### src/rtl/btb_ctrl.sv
// BTB maintenance controller: power-up/flush invalidation sweep, a 2-entry
// update queue from WB, and starvation-bounded arbitration against fetch.
module btb_ctrl #(
  parameter int SET_BITS   = 3,
  parameter int STARVE_MAX = 3
) (
  input  logic                clk,
  input  logic                reset_n,
  input  logic                wb_valid,
  input  logic [15:0]         wb_pc,
  input  logic [15:0]         wb_target,
  input  logic                wb_taken,
  output logic                wb_ready,
  input  logic                fetch_req,
  output logic                fetch_grant,
  input  logic                flush_req,
  output logic                upd_valid,
  output logic [15:0]         upd_pc,
  output logic [15:0]         upd_target,
  output logic                upd_taken,
  output logic                inv_valid,
  output logic [SET_BITS-1:0] inv_index,
  output logic                busy
);

  localparam int SETS = 1 << SET_BITS;
  localparam int SW   = (STARVE_MAX < 1) ? 1 : $clog2(STARVE_MAX + 1);
  localparam logic [SET_BITS-1:0] CNT_LAST   = SET_BITS'(SETS - 1);
  localparam logic [SW-1:0]       STARVE_LIM = SW'(STARVE_MAX);

  typedef enum logic {
    ST_SWEEP = 1'b0,
    ST_RUN   = 1'b1
  } state_e;

  state_e              state_q, state_d;
  logic [SET_BITS-1:0] cnt_q, cnt_d;
  logic [1:0]          count_q, count_d;
  logic                rd_ptr_q, rd_ptr_d;
  logic                wr_ptr_q, wr_ptr_d;
  logic [SW-1:0]       starve_q, starve_d;

  logic [15:0]         pc_q  [2];
  logic [15:0]         tgt_q [2];
  logic                tk_q  [2];

  logic                wb_ready_s;
  logic                fetch_grant_s;
  logic                upd_valid_s;
  logic                inv_valid_s;
  logic [SET_BITS-1:0] inv_index_s;
  logic                push_s;
  logic                pop_s;

  // Port ownership and handshake outputs; everything is forced low in reset.
  always_comb begin
    wb_ready_s    = 1'b0;
    fetch_grant_s = 1'b0;
    upd_valid_s   = 1'b0;
    inv_valid_s   = 1'b0;
    inv_index_s   = {SET_BITS{1'b0}};
    if (reset_n) begin
      case (state_q)
        ST_SWEEP: begin
          inv_valid_s = 1'b1;
          inv_index_s = cnt_q;
        end
        ST_RUN: begin
          wb_ready_s = (count_q != 2'd2);
          if (count_q == 2'd0) begin
            fetch_grant_s = fetch_req;
          end else if (!fetch_req || (starve_q == STARVE_LIM)) begin
            upd_valid_s = 1'b1;
          end else begin
            fetch_grant_s = 1'b1;
          end
        end
        default: begin
          inv_valid_s = 1'b0;
        end
      endcase
    end else begin
      inv_valid_s = 1'b0;
    end
  end

  // A flush cancels whatever transfer the handshakes would otherwise commit.
  assign push_s = wb_valid && wb_ready_s && !flush_req;
  assign pop_s  = upd_valid_s && !flush_req;

  // Next-state: sweep sequencing, queue pointers and the starvation count.
  always_comb begin
    state_d  = state_q;
    cnt_d    = cnt_q;
    count_d  = count_q;
    rd_ptr_d = rd_ptr_q;
    wr_ptr_d = wr_ptr_q;
    starve_d = starve_q;
    if (flush_req) begin
      state_d  = ST_SWEEP;
      cnt_d    = {SET_BITS{1'b0}};
      count_d  = 2'd0;
      rd_ptr_d = 1'b0;
      wr_ptr_d = 1'b0;
      starve_d = {SW{1'b0}};
    end else begin
      case (state_q)
        ST_SWEEP: begin
          if (cnt_q == CNT_LAST) begin
            state_d = ST_RUN;
            cnt_d   = {SET_BITS{1'b0}};
          end else begin
            cnt_d   = cnt_q + SET_BITS'(1);
          end
        end
        ST_RUN: begin
          if (pop_s) begin
            rd_ptr_d = ~rd_ptr_q;
          end else begin
            rd_ptr_d = rd_ptr_q;
          end
          if (push_s) begin
            wr_ptr_d = ~wr_ptr_q;
          end else begin
            wr_ptr_d = wr_ptr_q;
          end
          count_d = count_q + 2'(push_s) - 2'(pop_s);
          if ((count_q == 2'd0) || upd_valid_s) begin
            starve_d = {SW{1'b0}};
          end else if (fetch_grant_s && (starve_q != STARVE_LIM)) begin
            starve_d = starve_q + SW'(1);
          end else begin
            starve_d = starve_q;
          end
        end
        default: begin
          state_d = ST_SWEEP;
          cnt_d   = {SET_BITS{1'b0}};
        end
      endcase
    end
  end

  // Control state register with synchronous active-low reset.
  always_ff @(posedge clk) begin
    if (!reset_n) begin
      state_q  <= ST_SWEEP;
      cnt_q    <= {SET_BITS{1'b0}};
      count_q  <= 2'd0;
      rd_ptr_q <= 1'b0;
      wr_ptr_q <= 1'b0;
      starve_q <= {SW{1'b0}};
    end else begin
      state_q  <= state_d;
      cnt_q    <= cnt_d;
      count_q  <= count_d;
      rd_ptr_q <= rd_ptr_d;
      wr_ptr_q <= wr_ptr_d;
      starve_q <= starve_d;
    end
  end

  // Queue storage; cleared in reset so no stale entry can ever leak out.
  always_ff @(posedge clk) begin
    if (!reset_n) begin
      for (int i = 0; i < 2; i++) begin
        pc_q[i]  <= 16'h0000;
        tgt_q[i] <= 16'h0000;
        tk_q[i]  <= 1'b0;
      end
    end else if (push_s) begin
      pc_q[wr_ptr_q]  <= wb_pc;
      tgt_q[wr_ptr_q] <= wb_target;
      tk_q[wr_ptr_q]  <= wb_taken;
    end else begin
      pc_q[wr_ptr_q]  <= pc_q[wr_ptr_q];
    end
  end

  assign wb_ready    = wb_ready_s;
  assign fetch_grant = fetch_grant_s;
  assign upd_valid   = upd_valid_s;
  assign upd_pc      = upd_valid_s ? pc_q[rd_ptr_q]  : 16'h0000;
  assign upd_target  = upd_valid_s ? tgt_q[rd_ptr_q] : 16'h0000;
  assign upd_taken   = upd_valid_s ? tk_q[rd_ptr_q]  : 1'b0;
  assign inv_valid   = inv_valid_s;
  assign inv_index   = inv_index_s;
  assign busy        = reset_n && ((state_q == ST_SWEEP) || (count_q != 2'd0));

endmodule


### config.mk
export PLATFORM = sky130hd
export DESIGN_NAME = btb_ctrl
export DESIGN_NICKNAME = d
export VERILOG_FILES = /design/src/rtl/btb_ctrl.sv
export SDC_FILE = /design/constraint.sdc
export NUM_CORES = 1
export LEC_CHECK = 0
export BUFFER_PORTS_ARGS = -buffer_cell sky130_fd_sc_hd__buf_2
export CAP_MARGIN = 20
export CORE_ASPECT_RATIO = 0.8
export CORE_MARGIN = 2
export CORE_UTILIZATION = 45
export DETAILED_ROUTE_END_ITERATION = 6
export GPL_TIMING_DRIVEN = 0
export PLACE_DENSITY = 0.79
export SLEW_MARGIN = 25
export SYNTH_ARGS = -nofsm -noshare
export SYNTH_HDL_FRONTEND = slang
export SYNTH_SLANG_ARGS = --single-unit
### constraint.sdc
create_clock -name clk -period 9.95 [get_ports clk]
set_input_delay 0 -clock clk [delete_from_list [all_inputs] [get_ports clk]]
set_output_delay 0 -clock clk [all_outputs]
set_load 0.01 [all_outputs]
Word-level counts from Yosys, hierarchy flattened:

Memory sizes are Yosys's and may differ from the RTL's. A register that Yosys moved wholly into a read port is not among the register bits.
Index checks and enable logic that the tools add are counted.

* bits in registers: 10
* RAM bits: 66
* input port bits: 38
* output and inout port bits: 41
* memories: 3

Memory list
* pc_q: depth 2, width 16, rd ports 1, clocked after memory_dff 1, wr ports 2, RTL line 43 `logic [15:0] pc_q [2];`
* tgt_q: depth 2, width 16, rd ports 1, clocked after memory_dff 1, wr ports 2, RTL line 44 `logic [15:0] tgt_q [2];`
* tk_q: depth 2, width 1, rd ports 1, clocked after memory_dff 1, wr ports 2, RTL line 45 `logic tk_q [2];`

* add/sub/neg operators: 4
* eq/ne operators: 5
* muxes and demuxes: 45
* bitwise operators: 5
* reduce and logical (&&, ||, !) cells: 21

Operators with widths (number)
* $mux 16: 5
* $mux 1: 35
* $reduce_or 16->1: 2
* $mux 3: 3
* $reduce_and 2->1: 4
* $logic_and 1x1->1: 5
* $mux 2: 2
* $ne 2x2->1 const B: 2
* $not 1->1: 4
* $reduce_bool 2->1: 2
* $add 3x1->3 const B: 1
* $eq 3x3->1 const B: 1
* $logic_or 1x1->1: 3
* $add 2x1->2: 1
* $add 2x1->2 const B: 1
* $eq 2x2->1 const B: 1
* $logic_not 1->1: 2
* $logic_not 2->1: 1
* $reduce_or 2->1: 1
* $sub 2x1->2: 1
* $ne 0x0->1: 1
* $or 1x1->1: 1
* $reduce_or 1->1: 1

Logic depth before layout (Yosys ltp):

Gate-level depths: netlist of the first run.

* depth in word-level cells: 12
* depth in mapped cells: 12
* gate-level depth less buffers: 10

Worst setup path before layout of the first run:

No wires, ideal clock.

* kind: register -> register
* from: reg count_q[0]
* to: mem pc_q[0][0], enable pin
* setup time: 466 ps
* arrival time: 3316 ps
* data required time: 9484 ps
* slack: 6168 ps
* stages on the path, launching flop included: 4
* path buffers: 0
* period minus slack after synthesis: 3782 ps
* cell sequence: dfxtp_1 > and2b_1 > or3_1 > o21ai_0

RTL lines
* from (decl): RTL line 38 `logic [1:0] count_q, count_d;`
* from (signal assigned): RTL line 156 `count_q <= count_d;`
* to (decl): RTL line 43

Worst setup path after layout of the first run:

* from: reg state_q
* to: reg count_q[1]

* cells in the longest elaborated chain, start to end: 6
* elaborated cells between the ends (all ways): 9

Ends and longest elaborated chain
* from (decl): RTL line 36 `state_e state_q, state_d;`
* from (signal assigned): RTL line 154 `state_q <= state_d;`
* $mux 1: RTL line 63 `case (state_q)`
* $mux 1: RTL line 62 `if (reset_n) begin`
* $logic_and 1x1->1 (2 in series): RTL line 88 `assign push_s = wb_valid && wb_ready_s && !flush_req;`
* $add 2x1->2: RTL line 127 `count_d = count_q + 2'(push_s) - 2'(pop_s);`
* $sub 2x1->2: RTL line 127

Parallel ways exist; a longest one is shown, timed or not.
A chain may end at the register's enable or synchronous reset.

==> out/qor.yml, run 1 <==
detailed_routing:
  wl_per_cell_um: 14.2
  via_per_inst: 4.78
  totalWireLength_mm: 7.50
  dr.pass1.iters: 4
  drt_iter0_markers: 80
  drc: 0
  postRouteAntennaNets: 0
  via_count: 2526
placement:
  routabilityCongestion: 0.826
  dpl_cell_area_mm2: 0.00418
  io_buffers: 78
  dpl.hpwl_mm: 5.18
grt:
  antenna_found_initial: 0
  grt_max_degree: 20
  grt_usage_pct: 18.4
  grt_pass1_vias: 2593
  overflow: 0
  grt_pass1_wl_mm: 12.2
floorplanning:
  die_h_um: 83.7
  die-area_mm2: 0.00867
  die_w_um: 104
  pin_count: 79
  core.rowCount: 29
  initial_core_util_pct: 45.8
  core-area_mm2: 0.00780
pwr:
  vdd_ir_drop_max_v: 0.000104
  power.leakage_nw: 1.92
  finalPower_mw: 0.647
  powerDensity_mw_per_mm2: 137
layout:
  layout_common_cells: "buf_2, and2_1, edfxtp_1"
  drive_gt1_share_pct: 25.7
  layout_commonest_cell: "buf_2"
  n_antenna_cell: 0
  fillers: 647
  areaGrowthSynthToFinish_pct: 32.4
  fin_nets: 459
  final_cell_area_mm2: 0.00473
  final_util_pct: 60.6
synthesis:
  yosysWarnings: 0
  syn-num-nets: 334
  yosysUniqueCellTypes: 32
  syn_inst: 291
  synth_seq_area_share_pct: 61.1
  netlist_area_mm2: 0.00357
  avgSynthCellArea_um2: 12.3
  ys_seq_elements: 77
sta:
  hold_slack_ps: 37.8
  hold_violations: 0
  slew_headroom_pct: 47.7
  maxSlewViolCount: 0
  worst_pin_slew_ps: 785
  period_share_pct: 25.6
  fmax_mhz: 392
  setup_tns_ps: 0
  setup_viol: 0
  grt_setup_unrepaired: "false"
  fin_skew_ps: 4.82
  period_minus_slack_ps: 2550
hold_path:
  hp-class: "input port to flop"
  worstHoldStart: "reset_n"
  whs_path_depth: 3
clock_tree:
  numCtsBuffers: 9
  cts_sinks: 77
  clockBufferDepth: 2
  cts_resized: 0
  cts_tree: "built"
  ctsHtreeMaxLevel: 3
  cts_root_buf: "clkbuf_8"
  clk_pin_slew_ps: 80
  clock_latency_ps: 340
  postCtsSetupBuffers: 0
  postCtsHoldBufs: 34
setup_path:
  crit_type: "flop to flop"
  r2r_start: "state_q$_SDFF_PP0_"
  end_kind: "flop"
  worstPathCellList: "buf_2, nand2_4, or3_1, buf_6, buf_2, nor2_1, ha_1, inv_1, ha_1, xor2_1, a211oi_1, a31o_2"
  crit_fanout: 10
  r2r_cells: 12
  critPathLaunchType: "flop"
  worst_path_max_delay_cell: "or3_1"
  slowest_delay_ps: 390
  r2r_end: "count_q[1]$_SDFFE_PP0P_"
  r2r_setup_slack_ps: 7400
  cp-startpoint: "state_q$_SDFF_PP0_"
  cp.required_ps: 10190
  cp.arrival_ps: 2790
  critPathCapture: "count_q[1]$_SDFFE_PP0P_"
status:
  outcome: "finished, final reports clean"
flow_run:
  cap_violations: 0
how the worst min path moves through the flow:
| stage | endpoint | slack [ps] |
|---|---|---|
| floorplan | fetch_grant | 120 |
| global placement | tk_q[1]$_DFF_P_ | 280 |
| detailed placement | tk_q[0]$_DFF_P_ | 280 |
| CTS | tk_q[0]$_DFF_P_ | 20 |
| global route | tk_q[0]$_DFF_P_ | 30 |
| finish | tk_q[0]$_DFF_P_ | 40 |
critical path: cells and delay by family (launching register included):
kind / cells / cell delay [ps]
buffers and inverters: 4 / 620
AOI/OAI and AO/OA: 2 / 310
xor gates and xnor gates: 1 / 190
and+or+nand+nor: 3 / 630
adders and majority gates: 2 / 400
DFF: 1 / 300
state kept, by name, indices dropped and copies added (netlist names), named ones only:
name,flops
rd_ptr_q,1
pc_q,32
wr_ptr_q,1
tgt_q,32
tk_q,2
state_q,1
count_q,2
cnt_q,3
starve_q,2
synthesized netlist by cell type (all sizes together):
cell / number / share of area, %
buf: 8 / 1.2
a211oi: 1 / 0.21
clkbuf: 9 / 0.95
xor2: 1 / 0.25
a21boi: 1 / 0.21
nor3: 1 / 0.14
o21ai: 3 / 0.42
edfxtp: 64 / 54
nor2b: 2 / 0.35
and2: 67 / 12
nor4: 2 / 1.2
nand4: 1 / 0.18
nor2: 45 / 4.7
dfxtp: 13 / 7.3
nor3b: 1 / 0.21
mux2i: 37 / 10
or2b: 1 / 0.21
or2: 1 / 0.18
a31o: 1 / 0.25
inv: 6 / 0.63
mux2: 2 / 0.63
nand3: 1 / 0.14
or3: 3 / 0.53
nand2b: 3 / 0.53
nand2: 4 / 0.63
nand4b: 1 / 0.25
ha: 5 / 1.8
a21oi: 6 / 0.84
and2b: 1 / 0.21
through the flow:
step           cells  setup WS (ps)
6_report         529           7400
5_1_grt          529           7230
4_1_cts          529           7370
3_5_place_dp     479           7390
3_3_place_gp     477           4860
2_1_floorplan    291           6170
per-layer routing:
layer  routed length, um  global-route usage, %  up-vias
met3                 314                   6.48       13
met2                3790                   32.1       62
met1                3260                   21.2     1208
li1                    -                      -     1243
met5                   0                      0        -
met4                 143                   5.77        0
cell families after synthesis:
logic type	after synthesis	share of synthesized area (%)
AOI/OAI and AO/OA	12	1.93
adders and majority gates	5	1.75
and+or+nand+nor	134	21.2
buffers and inverters	23	2.80
DFF	77	61.1
xor gates and xnor gates	1	0.245
muxes	39	11.0
where the power goes:
part | leakage [nW] | total [mW] | switching [mW] | internal, mW
Combinational | 1.05 | 0.0359 | 0.0158 | 0.0201
Clock | 0.107 | 0.252 | 0.112 | 0.140
Sequential | 0.766 | 0.359 | 0.00270 | 0.357
Total | 1.92 | 0.647 | 0.130 | 0.516
cell type report:
cell class              count  area, um^2  share of cell area [%]
multi-input cells         191        1310                    27.8
well taps                 108         135                    2.86
clock buffers               9         124                    2.62
plain buffers              17        77.6                    1.64
clock inverters             7        90.1                    1.90
inverters                   6        22.5                   0.476
flip-flops and latches     77        2180                    46.1
repair buffers            114         786                    16.6
(Power assumes the default switching activity.)
==> run 2: changes to the inputs <==
ABC_AREA = 1   (was not set)
clock period = 2.6 ns   (was 9.95 ns; I/O delays follow)
==> run 2 against run 1 <==
  * Die area is 0.13% lower
  * Sequential power rose to 3.8 times the previous value
  * Hold slack gained 27 ps
  * Clock skew increased by 6.4 ps
  * Global-route usage grew 1.0 points
  * Register-to-register slack lost 7100 ps
  * Sequential share of layout area grew 0.78 points
  * Highest routed layer unchanged
==> out/qor.yml, run 2 <==
setup_path:
  cp-startpoint: "starve_q[0]$_SDFFE_PP0P_"
  cp.arrival_ps: 2590  # -200 ps
  crit_fanout: 10  # unchanged
  r2r_end: "count_q[1]$_SDFFE_PP0P_"
  end_kind: "flop"
  crit_type: "flop to flop"
  critPathCapture: "count_q[1]$_SDFFE_PP0P_"
  crit_family: "simple AND/OR/NAND/NOR gates"
  r2r_start: "starve_q[0]$_SDFFE_PP0P_"
  worst_path_max_delay_cell: "dfxtp_1"
  critPathLaunchType: "flop"
  slowest_delay_ps: 330  # -60 ps
  r2r_cells: 15  # +3
  r2r_setup_slack_ps: 290  # -7110 ps
  crit_buf_inv: 4  # unchanged
  worstPathCellList: "ha_1, inv_1, nand2_1, nand2_1, nor2_4, inv_2, buf_6, nor2_1, ha_1, inv_1, ha_1, or2_2, nand4_1, nand2_1, nor2_1"
  cp.required_ps: 2880  # -7310 ps
  cp.depth: 15  # +3
floorplanning:
  core.rowCount: 29  # unchanged
  pin_count: 79  # unchanged
  die_h_um: 83.6  # about the same
  die-area_mm2: 0.00866  # -0.13%
  die_w_um: 104  # about the same
  core-area_mm2: 0.00780  # unchanged
  initial_core_util_pct: 45.7  # -0.064 points
synthesis:
  synth_seq_area_share_pct: 61.2  # +0.086 points
  ys_seq_elements: 77  # unchanged
  synth_top_cells_by_count: "nand2_1, nor2_1, edfxtp_1"
  yosysWarnings: 0  # unchanged
  yosysTopAreaCell: "edfxtp_1"
  synth-edff-count: 64  # unchanged
  avgSynthCellArea_um2: 9.46  # -23%
  yosys-top-cells-area: "edfxtp_1, nand2_1, nor2_1, dfxtp_1, a21oi_1"
  synth.most_common_cell: "nand2_1"
  async_flop_share_pct: 0  # unchanged
  netlist.area_leader.share_pct: 53.9  # +0.075 points
  yosysUniqueCellTypes: 22  # -31%
  syn-num-nets: 420  # +26%
  synthFlopType: "edfxtp_1"
  syn_inst: 377  # +30%
  netlist_area_mm2: 0.00357  # -0.14%
sta:
  hold_slack_ps: 64.5  # +26.7 ps
  slew_headroom_pct: 43.8  # -3.9 points
  setup_viol: 0  # unchanged
  hold_violations: 0  # unchanged
  grt_setup_unrepaired: "false"
  setup_slack_ps: 294  # -7110 ps
  fin_skew_ps: 11.2  # +6.40 ps
  setup_tns_ps: 0  # unchanged
  maxSlewViolCount: 0  # unchanged
  period_minus_slack_ps: 2310  # -243 ps
  fmax_mhz: 434  # +11%
  worst_pin_slew_ps: 840  # +55.2 ps
  period_share_pct: 88.7  # +63 points
detailed_routing:
  dr.pass1.iters: 5  # +1
  drt_iter0_markers: 189  # +140%
  wl_per_cell_um: 13.2  # -6.9%
  totalWireLength_mm: 8.10  # +7.9%
  via_per_inst: 4.73  # -0.93%
  postRouteAntennaNets: 0  # unchanged
  via_count: 2900  # +15%
  drc: 0  # unchanged
grt:
  grt_pass1_wl_mm: 13.1  # +7.3%
  grt_usage_pct: 19.4  # +1.0 points
  grt_pass1_vias: 2767  # +6.7%
  antenna_found_initial: 0  # unchanged
  grt_max_degree: 33  # +65%
  overflow: 0  # unchanged
clock_tree:
  clock_latency_ps: 350  # about the same
  cts_resized: 0  # unchanged
  clk_pin_slew_ps: 80  # about the same
  ctsHtreeMaxLevel: 3  # unchanged
  clockBufferDepth: 2  # unchanged
  cts_sinks: 77  # unchanged
  cts_root_buf: "clkbuf_8"
  numCtsBuffers: 9  # unchanged
  cts_tree: "built"
placement:
  io_buffers: 78  # unchanged
  routabilityCongestion: 0.803  # -2.8%
  dpl_worst_slack_ps: 347  # -7040 ps
  dpl.hpwl_mm: 5.35  # +3.3%
layout:
  layout_common_cells: "nand2_1, buf_2, nor2_1"
  top_regs: "pc_q x32, tgt_q x32, cnt_q x3"
  areaGrowthSynthToFinish_pct: 30.4
  layout_commonest_cell: "nand2_1"
  fillers: 674  # +4.2%
  drive_gt1_share_pct: 22.4  # -3.3 points
  fin_nets: 543  # +18%
  n_antenna_cell: 0  # unchanged
pwr:
  powerDensity_mw_per_mm2: 530  # +290%
  vdd_ir_drop_max_v: 0.000251  # +140%
  power.leakage_nw: 2.14  # +11%
status:
  outcome: "finished, final reports clean"
hold_path:
  hp-class: "input port to flop"
flow_run:
  cap_violations: 0  # unchanged
[run 2: cell count changes after synthesis, moves of 32 or more]
cell / change
mux2i_1: -37
and2_1: -67
a21oi_1: +35
nor2_1: +32
nand2_1: +90
inv_1: +41
[run 2: worst min path at each step]
stage | from | slack (ps) | cells after the start | endpoint
5_1_grt | reset_n | 100 | 5 | tk_q[1]$_DFF_P_
4_1_cts | fetch_req | 60 | 5 | starve_q[0]$_SDFFE_PP0P_
6_report | fetch_req | 60 | 5 | starve_q[0]$_SDFFE_PP0P_
2_1_floorplan | fetch_req | 100 | 2 | fetch_grant
3_3_place_gp | wb_taken | 260 | 3 | tk_q[1]$_DFF_P_
3_5_place_dp | wb_taken | 280 | 3 | tk_q[1]$_DFF_P_
[run 2: what timing repair did]
item	4_1_cts	5_1_grt
endpoints found under the hold margin	64	0
endpoints found under the setup margin	0	0
hold buffers	34	0
buffers inserted	0	0
[run 2: cells by family after synthesis]
logic type | Yosys count | synth area share [%]
buffers and inverters | 65 | 8.73
DFF | 77 | 61.2
and+or+nand+nor | 184 | 21.3
AOI/OAI and AO/OA | 46 | 7.05
adders and majority gates | 5 | 1.75
[run 2: per-layer routing]
| layer | wire length, um | GRT usage (%) | vias to the layer above |
|---|---|---|---|
| met1 | 3490 | 23.6 | 1352 |
| li1 | - | - | 1448 |
| met4 | 119 | 5.90 | 0 |
| met5 | 0 | 0 | - |
| met2 | 4080 | 33.9 | 89 |
| met3 | 404 | 5.07 | 11 |
[run 2: worst min-delay path: stages]
cell and delay, ps:
buf_2 90, nand2_1 60, inv_1 70, a21oi_1 60
nor2_1 100
[run 2: where the power goes]
group / switching [mW] / internal [mW]
clock network: 0.423 / 0.527
registers: 0.0109 / 1.37
logic: 0.0691 / 0.0669
total: 0.504 / 1.96
[run 2: area by class of cell]
type	instances	area (um^2)	share of cell area [%]
repair buffers	112	731	15.7
clock inverters	3	42.5	0.915
inverters	48	180	3.87
well taps	108	135	2.91
plain buffers	17	131	2.82
clock buffers	13	170	3.66
multi-input cells	235	1080	23.2
flip-flops and latches	77	2180	46.9
[run 2: per-stage QoR]
step / cell area (um^2) / instances / power, mW / util (%)
2_1_floorplan: 3570 / 377 / 1.45 / -
3_3_place_gp: 4090 / 563 / 1.50 / 52.5
3_5_place_dp: 4100 / 563 / 1.50 / 52.5
4_1_cts: 4650 / 613 / 2.47 / 59.6
5_1_grt: 4650 / 613 / 2.55 / 59.6
6_report: 4650 / 613 / 2.46 / 59.6
